File: src/rtl/fire_expand_1_sched.sv
// Sequencing controller for the shared fire2/fire3 expand-1x1 MAC array.
// Walks every output pixel of fire2 then fire3, one ACC phase plus one CLR cycle per pixel.
module fire_expand_1_sched #(
  parameter int WOUT  = 64,
  parameter int CHIN  = 16,
  parameter int PIX_W = $clog2(WOUT*WOUT),
  parameter int CH_W  = $clog2(CHIN)
) (
  input  logic                  clk,
  input  logic                  rst,
  input  logic                  start,
  input  logic                  skip_fire2,
  input  logic                  ifm_valid,
  output logic                  fire2_expand_1_en,
  output logic                  fire3_expand_1_en,
  output logic [PIX_W+CH_W-1:0] ifm_addr,
  output logic [CH_W-1:0]       weight_rom_address,
  output logic                  mac_ce,
  output logic                  clr_pulse,
  output logic                  ofm_sample,
  output logic [PIX_W-1:0]      ofm_addr,
  output logic                  fire2_expand_1_end,
  output logic                  fire3_expand_1_end,
  output logic                  busy
);

  localparam int AW = PIX_W + CH_W;
  localparam logic [PIX_W-1:0] PIX_LAST = PIX_W'(WOUT*WOUT-1);
  localparam logic [CH_W-1:0]  CH_LAST  = CH_W'(CHIN-1);

  typedef enum logic [2:0] {
    S_IDLE = 3'd0,
    S_RUN2 = 3'd1,
    S_SW   = 3'd2,
    S_RUN3 = 3'd3,
    S_DONE = 3'd4
  } state_t;

  state_t             state_q, state_d;
  logic               clr_q, clr_d;
  logic [CH_W-1:0]    ch_q, ch_d;
  logic [PIX_W-1:0]   pix_q, pix_d;
  logic               end2_q, end2_d;
  logic               end3_q, end3_d;
  logic               run_s;

  // State and counter registers
  always_ff @(posedge clk) begin
    if (rst) begin
      state_q <= S_IDLE;
      clr_q   <= 1'b0;
      ch_q    <= '0;
      pix_q   <= '0;
      end2_q  <= 1'b0;
      end3_q  <= 1'b0;
    end else begin
      state_q <= state_d;
      clr_q   <= clr_d;
      ch_q    <= ch_d;
      pix_q   <= pix_d;
      end2_q  <= end2_d;
      end3_q  <= end3_d;
    end
  end

  // Next-state: ACC advances ch on accepted words; the last channel leaves ch at 0 for CLR
  always_comb begin
    state_d = state_q;
    clr_d   = clr_q;
    ch_d    = ch_q;
    pix_d   = pix_q;
    end2_d  = end2_q;
    end3_d  = end3_q;
    case (state_q)
      S_IDLE, S_DONE: begin
        if (start) begin
          state_d = skip_fire2 ? S_RUN3 : S_RUN2;
          clr_d   = 1'b0;
          ch_d    = '0;
          pix_d   = '0;
          end2_d  = 1'b0;
          end3_d  = 1'b0;
        end else begin
          state_d = state_q;
        end
      end
      S_RUN2, S_RUN3: begin
        if (clr_q) begin
          clr_d = 1'b0;
          ch_d  = '0;
          if (pix_q == PIX_LAST) begin
            if (state_q == S_RUN2) begin
              state_d = S_SW;
              end2_d  = 1'b1;
            end else begin
              state_d = S_DONE;
              end3_d  = 1'b1;
            end
          end else begin
            pix_d = pix_q + PIX_W'(1);
          end
        end else if (ifm_valid) begin
          if (ch_q == CH_LAST) begin
            ch_d  = '0;
            clr_d = 1'b1;
          end else begin
            ch_d = ch_q + CH_W'(1);
          end
        end else begin
          ch_d = ch_q;
        end
      end
      S_SW: begin
        state_d = S_RUN3;
        clr_d   = 1'b0;
        ch_d    = '0;
        pix_d   = '0;
      end
      default: begin
        state_d = S_IDLE;
        clr_d   = 1'b0;
        ch_d    = '0;
        pix_d   = '0;
        end2_d  = 1'b0;
        end3_d  = 1'b0;
      end
    endcase
  end

  // Datapath control decoded from state, phase and counters
  always_comb begin
    run_s              = (state_q == S_RUN2) || (state_q == S_RUN3);
    fire2_expand_1_en  = (state_q == S_RUN2);
    fire3_expand_1_en  = (state_q == S_RUN3);
    busy               = run_s || (state_q == S_SW);
    ifm_addr           = AW'(pix_q) * AW'(CHIN) + AW'(ch_q);
    weight_rom_address = ch_q;
    mac_ce             = run_s && !clr_q && ifm_valid;
    clr_pulse          = run_s && clr_q;
    ofm_sample         = run_s && clr_q;
    ofm_addr           = pix_q;
    fire2_expand_1_end = end2_q;
    fire3_expand_1_end = end3_q;
  end

endmodule

File: config.mk
export PLATFORM = sky130hd
export DESIGN_NAME = fire_expand_1_sched
export DESIGN_NICKNAME = d
export VERILOG_FILES = /design/src/rtl/fire_expand_1_sched.sv
export SDC_FILE = /design/constraint.sdc
export NUM_CORES = 1
export LEC_CHECK = 0
export CAP_MARGIN = 20
export CORE_AREA = 2 2 79 81
export CTS_BUF_LIST = sky130_fd_sc_hd__clkbuf_8
export DETAILED_ROUTE_END_ITERATION = 16
export DIE_AREA = 0 0 81 83
export PLACE_DENSITY = 0.46
export SYNTH_ARGS = -nofsm -noshare
export SYNTH_HDL_FRONTEND = slang
export SYNTH_SLANG_ARGS = --single-unit
File: constraint.sdc
create_clock -name clk -period 3.3 [get_ports clk]
set_input_delay 0.495 -clock clk [delete_from_list [all_inputs] [get_ports clk]]
set_output_delay 0.495 -clock clk [all_outputs]
set_load 0.03 [all_outputs]
==> reports/metrics.yaml, run 1 <==
place:
  gp_congestion: 0.796
  numPortBuffers: 44
  postPlaceCellArea_mm2: 0.00172
  dp_worst_setup_slack_ns: 0.753
  post-dp-hpwl_mm: 2.59
global_routing:
  grt_max_degree: 20
  antenna_found_initial: 0
  grt_pass1_wl_mm: 5.93
  grt_usage_pct: 10.9
  grt-ovfl-total: 0
  grt_pass1_vias: 1186
synth:
  synth_area_per_cell_um2: 7.74
  synth_cells: 176
  syn-num-nets: 183
  ys_async_sr_fraction_pct: 0
  synth_most_common_cell: "dfxtp_1"
  synth_edf_count: 0
  synthTopCellsByCount: "22 x dfxtp_1, 17 x buf_4, 16 x a21oi_1"
  synth_top_area_share_pct: 32.3
  synth_top_area_cell: "dfxtp_1"
  ys_seq_area_share_pct: 32.3
  ys.flop_type: "dfxtp_1"
  ys_top_cells_by_area: "dfxtp_1 32%, buf_4 9.4%, a21oi_1 5.9%"
  ys_ff_latch: 22
  syn-cell-area_mm2: 0.00136
  synth_cell_types: 36
  yosysWarnings: 0
floorplan:
  die_y_um: 83
  io_pins: 45
  core-area_mm2: 0.00582
  start_util_pct: 23.4
  die_area_mm2: 0.00672
  rows: 28
  die_x_um: 81
sta:
  hold_viol: 0
  fin_crit_ns: 2.72
  tightest_slew_ns: 0.732
  setup_viol: 0
  max_freq_mhz: 367
  max_slew_margin_pct: 51.1
  period_share_pct: 82.5
  setup_ws_ns: 0.578
  tns_ns: 0
  skew_ns: 0.00262
  grt_setup_unrepaired: "false"
  final-max-slew-violation-count: 0
layout:
  area_growth_pct: 31.6
  finish.instance_area_mm2: 0.00179
  fin_nets: 202
  drive_gt1_share_pct: 4.12
  antenna_cells: 0
  fill_cells: 657
status:
  status: "finished clean"
clock_network:
  cts-htree-levels: 1
  numCtsBuffers: 3
  clockBufferDepth: 2
  clkTransAtPathRegs_ns: 0.09
  insertion_delay_ns: 0.27
  cts.repair.resized: 0
  post_cts_buffers: 0
  hold_buffers: 0
  clock-sinks: 22
  tritoncts: "yes"
  clock-root-buffer: "clkbuf_8"
drt:
  drt_iter0_markers: 91
  num_vias: 1359
  drt_wl_total_mm: 3.67
  routedWlPerCell_um: 13.7
  drc: 0
  via_per_inst: 5.05
  antenna_left: 0
  firstDrtPassIters: 4
worst_setup_path:
  r2r_end: "ofm_addr[5]"
  critPathRequiredTime_ns: 2.80
  crit_fanout: 16
  rr_worst_depth: 5
  cp-startpoint: "state_q[0]"
  cp.arrival_ns: 2.23
  critPathLaunchType: "register"
  crit_path_end_kind: "output pin"
  cp-endpoint: "fire3_expand_1_en"
  r2r-start: "state_q[0]"
  crit_type: "reg -> out"
  r2r_setup_slack_ns: 1.08
run:
  drv_cap: 0
power:
  power.total_uw: 606
  power.density_mw_per_mm2: 338
  p_leak_uw: 0.000614
  vdd_drop_max_uv: 213
min_path:
  worstHoldPathType: "reg -> reg"
-- area by class of cell --
cell class | count | area, µm² | share of cell area (%)
Sequential cell | 22 | 440 | 24.6
Tap cell | 75 | 93.8 | 5.23
Clock inverter | 1 | 30.0 | 1.67
Clock buffer | 3 | 41.3 | 2.30
Timing Repair Buffer | 46 | 455 | 25.4
Multi-Input combinational cell | 117 | 713 | 39.8
Inverter | 5 | 18.8 | 1.05
-- metrics by stage --
stage          hold slack [ns]  utilization [%]  cells
4_1_cts                  0.467             30.8    269
6_report                 0.464             30.8    269
3_3_place_gp             0.446             29.6    265
2_1_floorplan            0.576                -    176
3_5_place_dp             0.450             29.6    265
5_1_grt                  0.483             30.8    269
-- kinds of logic (layout without fill, tap and decap cells) --
group	count (synthesis)	count (layout)	share of synthesized area, %
xor+xnor	1	1	0.643
compound gates	50	50	23.6
flops	22	22	32.3
mux	1	1	0.735
simple gates	63	63	25.5
fa+ha+maj	2	2	1.84
buf+inv	37	55	15.3
-- state kept, by name, summed over array words and instances (netlist names) --
| signal | cells |
|---|---|
| fire3_expand_1_end | 1 |
| state_q | 3 |
| clr_q | 1 |
| fire2_expand_1_end | 1 |
| weight_rom_address | 4 |
| ofm_addr | 12 |
-- report_power, final --
group / leakage, µW / switching [µW] / internal [µW]
Combinational: 0.000401 / 46.0 / 26.7
Sequential: 0.000178 / 6.46 / 268
Clock: 0.0000357 / 96.1 / 162
Total: 0.000614 / 149 / 457
-- worst min-delay path by stage --
stage / from / end / slack [ns] / depth (start not counted)
global placement: fire3_expand_1_end / fire3_expand_1_end / 0.45 / 2
floorplan: fire2_expand_1_end / fire2_expand_1_end / 0.58 / 2
CTS: fire3_expand_1_end / fire3_expand_1_end / 0.47 / 2
global route: fire2_expand_1_end / fire2_expand_1_end / 0.48 / 2
detailed placement: fire3_expand_1_end / fire3_expand_1_end / 0.45 / 2
finish: fire2_expand_1_end / fire2_expand_1_end / 0.46 / 2
-- critical path, cell delays in order (launching register included) --
cell             delay (ns)
dfxtp_1                0.51
nand2b_1               0.43
nor2_1                 0.30
clkdlybuf4s50_1        0.72
-- metal layers --
layer	GRT usage [%]	wire length, µm
met2	15.3	1640
met1	16.5	1840
met3	1.96	140
met5	0	0
met4	3.85	43
-- cells in the final DEF, fill, tap and decap left out, drive strengths merged, types with 2 or more instances in the layout --
cell | synthesis | routed
o311ai | 4 | 4
or3 | 5 | 5
and3 | 4 | 4
o21ai | 7 | 7
nand4 | 4 | 4
nand2 | 11 | 11
clkdlybuf4s50 | 0 | 44
clkbuf | 11 | 3
a211oi | 3 | 3
nand2b | 2 | 2
inv | 5 | 5
o41ai | 3 | 3
and4 | 2 | 2
dfxtp | 22 | 22
a21o | 3 | 3
or4 | 3 | 3
o31ai | 4 | 4
ha | 2 | 2
nor3 | 9 | 9
a21oi | 16 | 16
nor2 | 10 | 10
nand3 | 8 | 8
nand3b | 2 | 2
a31oi | 6 | 6
buf | 21 | 2
No activity file was read; power rests on OpenSTA's default activity.
==> inputs of run 2 (changes only) <==
Clock period 3.3 ns to 2.55 ns, I/O delays scaled along.
==> reports/metrics.yaml, run 2 (synthesized netlist as in run 1, its figures left out) <==
drt:
  via_per_inst: 4.93  # -2.4%
  drt_wl_total_mm: 3.82  # +4.1%
  firstDrtPassIters: 6  # +2
  num_vias: 1361  # +0.15%
  routedWlPerCell_um: 13.8  # +1.4%
  drc: 0  # unchanged
  drt_iter0_markers: 120  # +32%
  antenna_left: 0  # unchanged
global_routing:
  grt_pass1_wl_mm: 6.56  # +11%
  grt_usage_pct: 12.2  # +1.2 points
  antenna_found_initial: 0  # unchanged
  grt_pass1_vias: 1325  # +12%
  grt_max_degree: 15  # -25%
  grt-ovfl-total: 0  # unchanged
clock_network:
  cts.repair.resized: 0  # unchanged
  hold_buffers: 0  # unchanged
  clockBufferDepth: 2  # unchanged
  cts-htree-levels: 1  # unchanged
  numCtsBuffers: 3  # unchanged
  post_cts_buffers: 0  # unchanged
  insertion_delay_ns: 0.27  # about the same
  clkTransAtPathRegs_ns: 0.08  # about the same
  clock-sinks: 22  # unchanged
  tritoncts: "yes"
  clock-root-buffer: "clkbuf_8"
layout:
  fill_cells: 656  # -0.15%
  area_growth_pct: 34.3
  drive_gt1_share_pct: 7.46  # +3.3 points
  multi_input_area_um2: 713  # unchanged
  largest_reg_flops: 12  # unchanged
  finish.instance_area_mm2: 0.00183  # +2.0%
  fin_nets: 209  # +3.5%
  fin_cells: 276  # +2.6%
  final_cell_mix: "44 x clkdlybuf4s50_1, 22 x dfxtp_1, 16 x a21oi_1"
  regArea_um2: 440  # unchanged
  antenna_cells: 0  # unchanged
  layout_commonest_cell: "clkdlybuf4s50_1"
place:
  postPlaceCellArea_mm2: 0.00177  # +3.1%
  gp_congestion: 0.769  # -3.3%
  place_inst: 272  # +2.6%
  numPortBuffers: 44  # unchanged
  post-dp-hpwl_mm: 2.74  # +6.0%
  dp_worst_setup_slack_ns: 0.250  # -0.502 ns
sta:
  tns_ns: 0  # unchanged
  max_slew_margin_pct: 67.2  # +16 points
  final-max-slew-violation-count: 0  # unchanged
  hold_viol: 0  # unchanged
  grt_setup_unrepaired: "false"
  period_share_pct: 91.3
  setup_viol: 0  # unchanged
  tightest_slew_ns: 0.488  # -0.244 ns
  hold-worst-slack_ns: 0.461  # -0.00299 ns
  setup_ws_ns: 0.221  # -0.358 ns
  fin_crit_ns: 2.33
  skew_ns: 0.00311  # +0.000485 ns
  max_freq_mhz: 429
power:
  switching_power_uw: 192  # +29%
  p_leak_uw: 0.000643  # +4.6%
  pwr-share-clk_pct: 36.3  # -6.3 points
  combPwrFrac_pct: 13.9  # +1.9 points
  power.density_mw_per_mm2: 391  # +16%
  netSwitchingFraction_pct: 26.8  # +2.3 points
  vdd_drop_max_uv: 196  # -8.1%
  power_frac_seq_pct: 49.8  # +4.4 points
  p_int_uw: 524  # +15%
worst_setup_path:
  crit_fanout: 4  # -12
  critPathRequiredTime_ns: 2.17  # -0.63 ns
  critPathLaunchType: "input pin"
  crit_path_end_kind: "output pin"
  crit_type: "in -> out"
  cp.arrival_ns: 1.95  # -0.28 ns
floorplan:
  die_y_um: 83  # unchanged
  die_x_um: 81  # unchanged
  core-area_mm2: 0.00582  # unchanged
  die_area_mm2: 0.00672  # unchanged
  rows: 28  # unchanged
  io_pins: 45  # unchanged
  start_util_pct: 23.4  # unchanged
status:
  status: "finished clean"
run:
  drv_cap: 0  # unchanged
min_path:
  worstHoldPathType: "reg -> reg"
-- run 2: cell count changes in the layout (fill, tap and decap cells not counted), sizes merged --
cell    previous run  this run
buf                2         9
bufinv             1         0
clkbuf             3         4
-- run 2: worst paths after layout --
kind                   endpoint               start  slack, ns  cells past startpoint
max                      mac_ce           ifm_valid       0.22                      4
min          fire3_expand_1_end  fire3_expand_1_end       0.46                      2
max reg2reg          state_q[1]         ofm_addr[0]       0.54                      5
min reg2reg  fire3_expand_1_end  fire3_expand_1_end       0.46                      2
-- run 2: critical path, cell delays in order --
cell and delay [ns]:
clkdlybuf4s50_1 0.51, nand3b_1 0.10, nor2_1 0.23, clkdlybuf4s50_1 0.72
-- run 2: per-stage QoR --
| step | utilization (%) | power (µW) |
|---|---|---|
| 3_5_place_dp | 30.5 | 465 |
| 4_1_cts | 31.5 | 730 |
| 2_1_floorplan | - | 425 |
| 6_report | 31.5 | 716 |
| 3_3_place_gp | 30.5 | 466 |
| 5_1_grt | 31.5 | 757 |
-- run 2: metal layers --
layer / GRT usage, % / share of wire, % / wire length [µm] / up-vias
met1: 17.3 / 50 / 1910 / 633
met4: 4.62 / 1.5 / 57 / 0
met5: 0 / 0 / 0 / -
met2: 18.2 / 45 / 1710 / 38
met3: 1.85 / 3.7 / 143 / 4
li1: - / - / - / 686
-- run 2: layout make-up --
cell class	count	area share [%]
sequential	22	24.1
clock buffer	4	3.01
tap	75	5.13
inverter	5	1.03
multi-input combinational	117	39.0
timing repair buffer	53	27.8
-- run 2: power by group through the flow --
stage / registers (µW) / clock network (µW) / logic (µW)
finish: 356 / 260 / 99.7
global route: 357 / 287 / 112
CTS: 356 / 272 / 101
detailed placement: 364 / 0 / 101
global placement: 364 / 0 / 102
floorplan: 359 / 0 / 66.4
==> inputs of run 3 (changes only) <==
Settings changed: ABC_AREA from default to 1, CORE_AREA 2 2 79 81 to 2 2 81 83, DIE_AREA 0 0 81 83 to 0 0 83 85.
==> reports/metrics.yaml, run 3 <==
sta:
  tightest_slew_ns: 0.356  # -0.131 ns
  max_slew_margin_pct: 76.2  # +9.0 points
  max_freq_mhz: 434  # +1.2%
  skew_ns: 0.00426  # +0.00116 ns
  setup_viol: 0  # unchanged
  tns_ns: 0  # unchanged
  period_share_pct: 90.3  # -1.1 points
  final-max-slew-violation-count: 0  # unchanged
  hold_viol: 0  # unchanged
  fin_crit_ns: 2.30  # -0.0272 ns
  grt_setup_unrepaired: "false"
clock_network:
  numCtsBuffers: 3  # unchanged
  clock-sinks: 22  # unchanged
  cts-htree-levels: 1  # unchanged
  clkTransAtPathRegs_ns: 0.08  # about the same
  clockBufferDepth: 2  # unchanged
  insertion_delay_ns: 0.26  # about the same
  tritoncts: "yes"
  post_cts_buffers: 0  # unchanged
  clock-root-buffer: "clkbuf_8"
  cts.repair.resized: 0  # unchanged
  hold_buffers: 0  # unchanged
worst_setup_path:
  slowest_stage: "clkdlybuf4s50_1"
  crit_type: "reg -> out"
  critPathBufInv: 3  # +1
  path_delay_family: "buffers and inverters"
  crit_fanout: 8  # +4
  crit_path_end_kind: "output pin"
  cp.arrival_ns: 1.92  # -0.03 ns
  critPathLaunchType: "register"
  max_stage_delay_ns: 0.71  # about the same
  critPathRequiredTime_ns: 2.17  # about the same
  crit_chain: "inv_2 -> nor2_4 -> inv_1 -> nor2_1 -> clkdlybuf4s50_1"
layout:
  fin_nets: 266  # +27%
  finalCoreUtilization_pct: 30.6  # -0.90 points
  drive_gt1_share_pct: 6.61  # -0.85 points
  final_cell_mix: "62 x nand2_1, 44 x clkdlybuf4s50_1, 31 x inv_1, 31 x nor2_1, 22 x dfxtp_1"
  area_growth_pct: 30.7
  antenna_cells: 0  # unchanged
  layout_commonest_cell: "nand2_1"
  largest_reg_flops: 12  # unchanged
  fill_cells: 690  # +5.2%
global_routing:
  antenna_found_initial: 0  # unchanged
  grt_max_degree: 17  # +2
  grt_pass1_vias: 1288  # -2.8%
  grt_pass1_wl_mm: 5.79  # -12%
  grt_usage_pct: 9.99  # -2.2 points
  grt-ovfl-total: 0  # unchanged
floorplan:
  die_y_um: 85  # +2.4%
  start_util_pct: 23.4  # -0.058 points
  io_pins: 45  # unchanged
  rows: 29  # +3.6%
  die_x_um: 83  # +2.5%
  core-area_mm2: 0.00620  # +6.7%
  die_area_mm2: 0.00706  # +4.9%
power:
  p_int_uw: 558  # +6.6%
  switching_power_uw: 307  # +60%
  p_leak_uw: 0.000741  # +15%
  pwr-share-clk_pct: 25.1  # -11 points
  netSwitchingFraction_pct: 35.4  # +8.7 points
  power_frac_seq_pct: 43.3  # -6.5 points
  power.density_mw_per_mm2: 456  # +17%
  vdd_drop_max_uv: 167  # -15%
  combPwrFrac_pct: 31.6  # +18 points
place:
  post-dp-hpwl_mm: 2.63  # -4.2%
  gp_congestion: 0.795  # +3.3%
  numPortBuffers: 44  # unchanged
synth:
  synth_top_area_cell: "dfxtp_1"
  syn-num-nets: 235  # +28%
  synth_cell_types: 25  # -31%
  ys_seq_area_share_pct: 30.4  # -2.0 points
  ys_async_sr_fraction_pct: 0  # unchanged
  synth_most_common_cell: "nand2_1"
  yosysWarnings: 0  # unchanged
  ys.flop_type: "dfxtp_1"
  ys_ff_latch: 22  # unchanged
  ys_top_cells_by_area: "dfxtp_1 30%, nand2_1 16%, buf_4 8.8%"
  synth_area_per_cell_um2: 6.36  # -18%
  syn-cell-area_mm2: 0.00145  # +6.4%
  synth_cells: 228  # +30%
  synth_edf_count: 0  # unchanged
  synth_top_area_share_pct: 30.4  # -2.0 points
  synthTopCellsByCount: "62 x nand2_1, 31 x inv_1, 31 x nor2_1"
drt:
  drc: 0  # unchanged
  drt_wl_total_mm: 3.50  # -8.4%
  via_per_inst: 4.22  # -14%
  firstDrtPassIters: 4  # -2
  routedWlPerCell_um: 10.5  # -24%
  drt_iter0_markers: 107  # -11%
  num_vias: 1411  # +3.7%
  antenna_left: 0  # unchanged
status:
  status: "finished clean"
run:
  drv_cap: 0  # unchanged
min_path:
  worstHoldPathType: "reg -> reg"
==> run 3: power by group through the flow <==
stage	Sequential (µW)	Clock (µW)	Combinational, µW
2_1_floorplan	396	0	184
3_3_place_gp	383	0	278
3_5_place_dp	383	0	276
4_1_cts	375	235	277
5_1_grt	378	248	304
6_report	375	217	273
==> run 3: final timing paths <==
| kind | from | endpoint | slack [ns] | depth (start not counted) |
|---|---|---|---|---|
| worst max register to register | ofm_addr[0] | state_q[0] | 0.91 | 8 |
| worst min-delay path | clr_q | clr_q | 0.46 | 2 |
| worst min register to register | clr_q | clr_q | 0.46 | 2 |
| worst max-delay path | state_q[0] | clr_pulse | 0.25 | 5 |
==> run 3: layout make-up <==
class / instances / area [µm²] / area share, %
Clock buffer: 3 / 41.3 / 2.18
Timing Repair Buffer: 46 / 455 / 24.0
Multi-Input combinational cell: 152 / 729 / 38.5
Sequential cell: 22 / 440 / 23.2
Inverter: 34 / 133 / 7.00
Tap cell: 77 / 96.3 / 5.08
==> run 3: layer usage <==
layer	global-route usage, %	vias up	wire, µm
li1	-	747	-
met1	13.0	628	1720
met2	16.7	34	1620
met3	1.85	2	139
met4	3.43	0	22
met5	0	-	0
==> run 3: logic make-up after synthesis <==
family          after synthesis  share of synthesized area, %
flops                        22                          30.4
buf+inv                      54                          19.3
simple gates                125                          39.8
compound gates               25                          8.80
fa+ha+maj                     2                          1.73
==> run 3: tightest hold or removal path: stages (launching register included) <==
cell and delay, ns:
dfxtp_1 0.31, nand2_1 0.06, a21oi_1 0.05
==> run 3: metrics by stage <==
step | cells | cell area, µm² | worst slack (ns) | power (µW) | hold slack, ns
finish | 334 | 1900 | 0.248 | 865 | 0.465
global route | 334 | 1900 | 0.112 | 929 | 0.507
CTS | 334 | 1900 | 0.230 | 888 | 0.469
detailed placement | 331 | 1850 | 0.275 | 660 | 0.455
global placement | 331 | 1850 | 0.311 | 661 | 0.457
floorplan | 228 | 1450 | 0.672 | 580 | 0.444
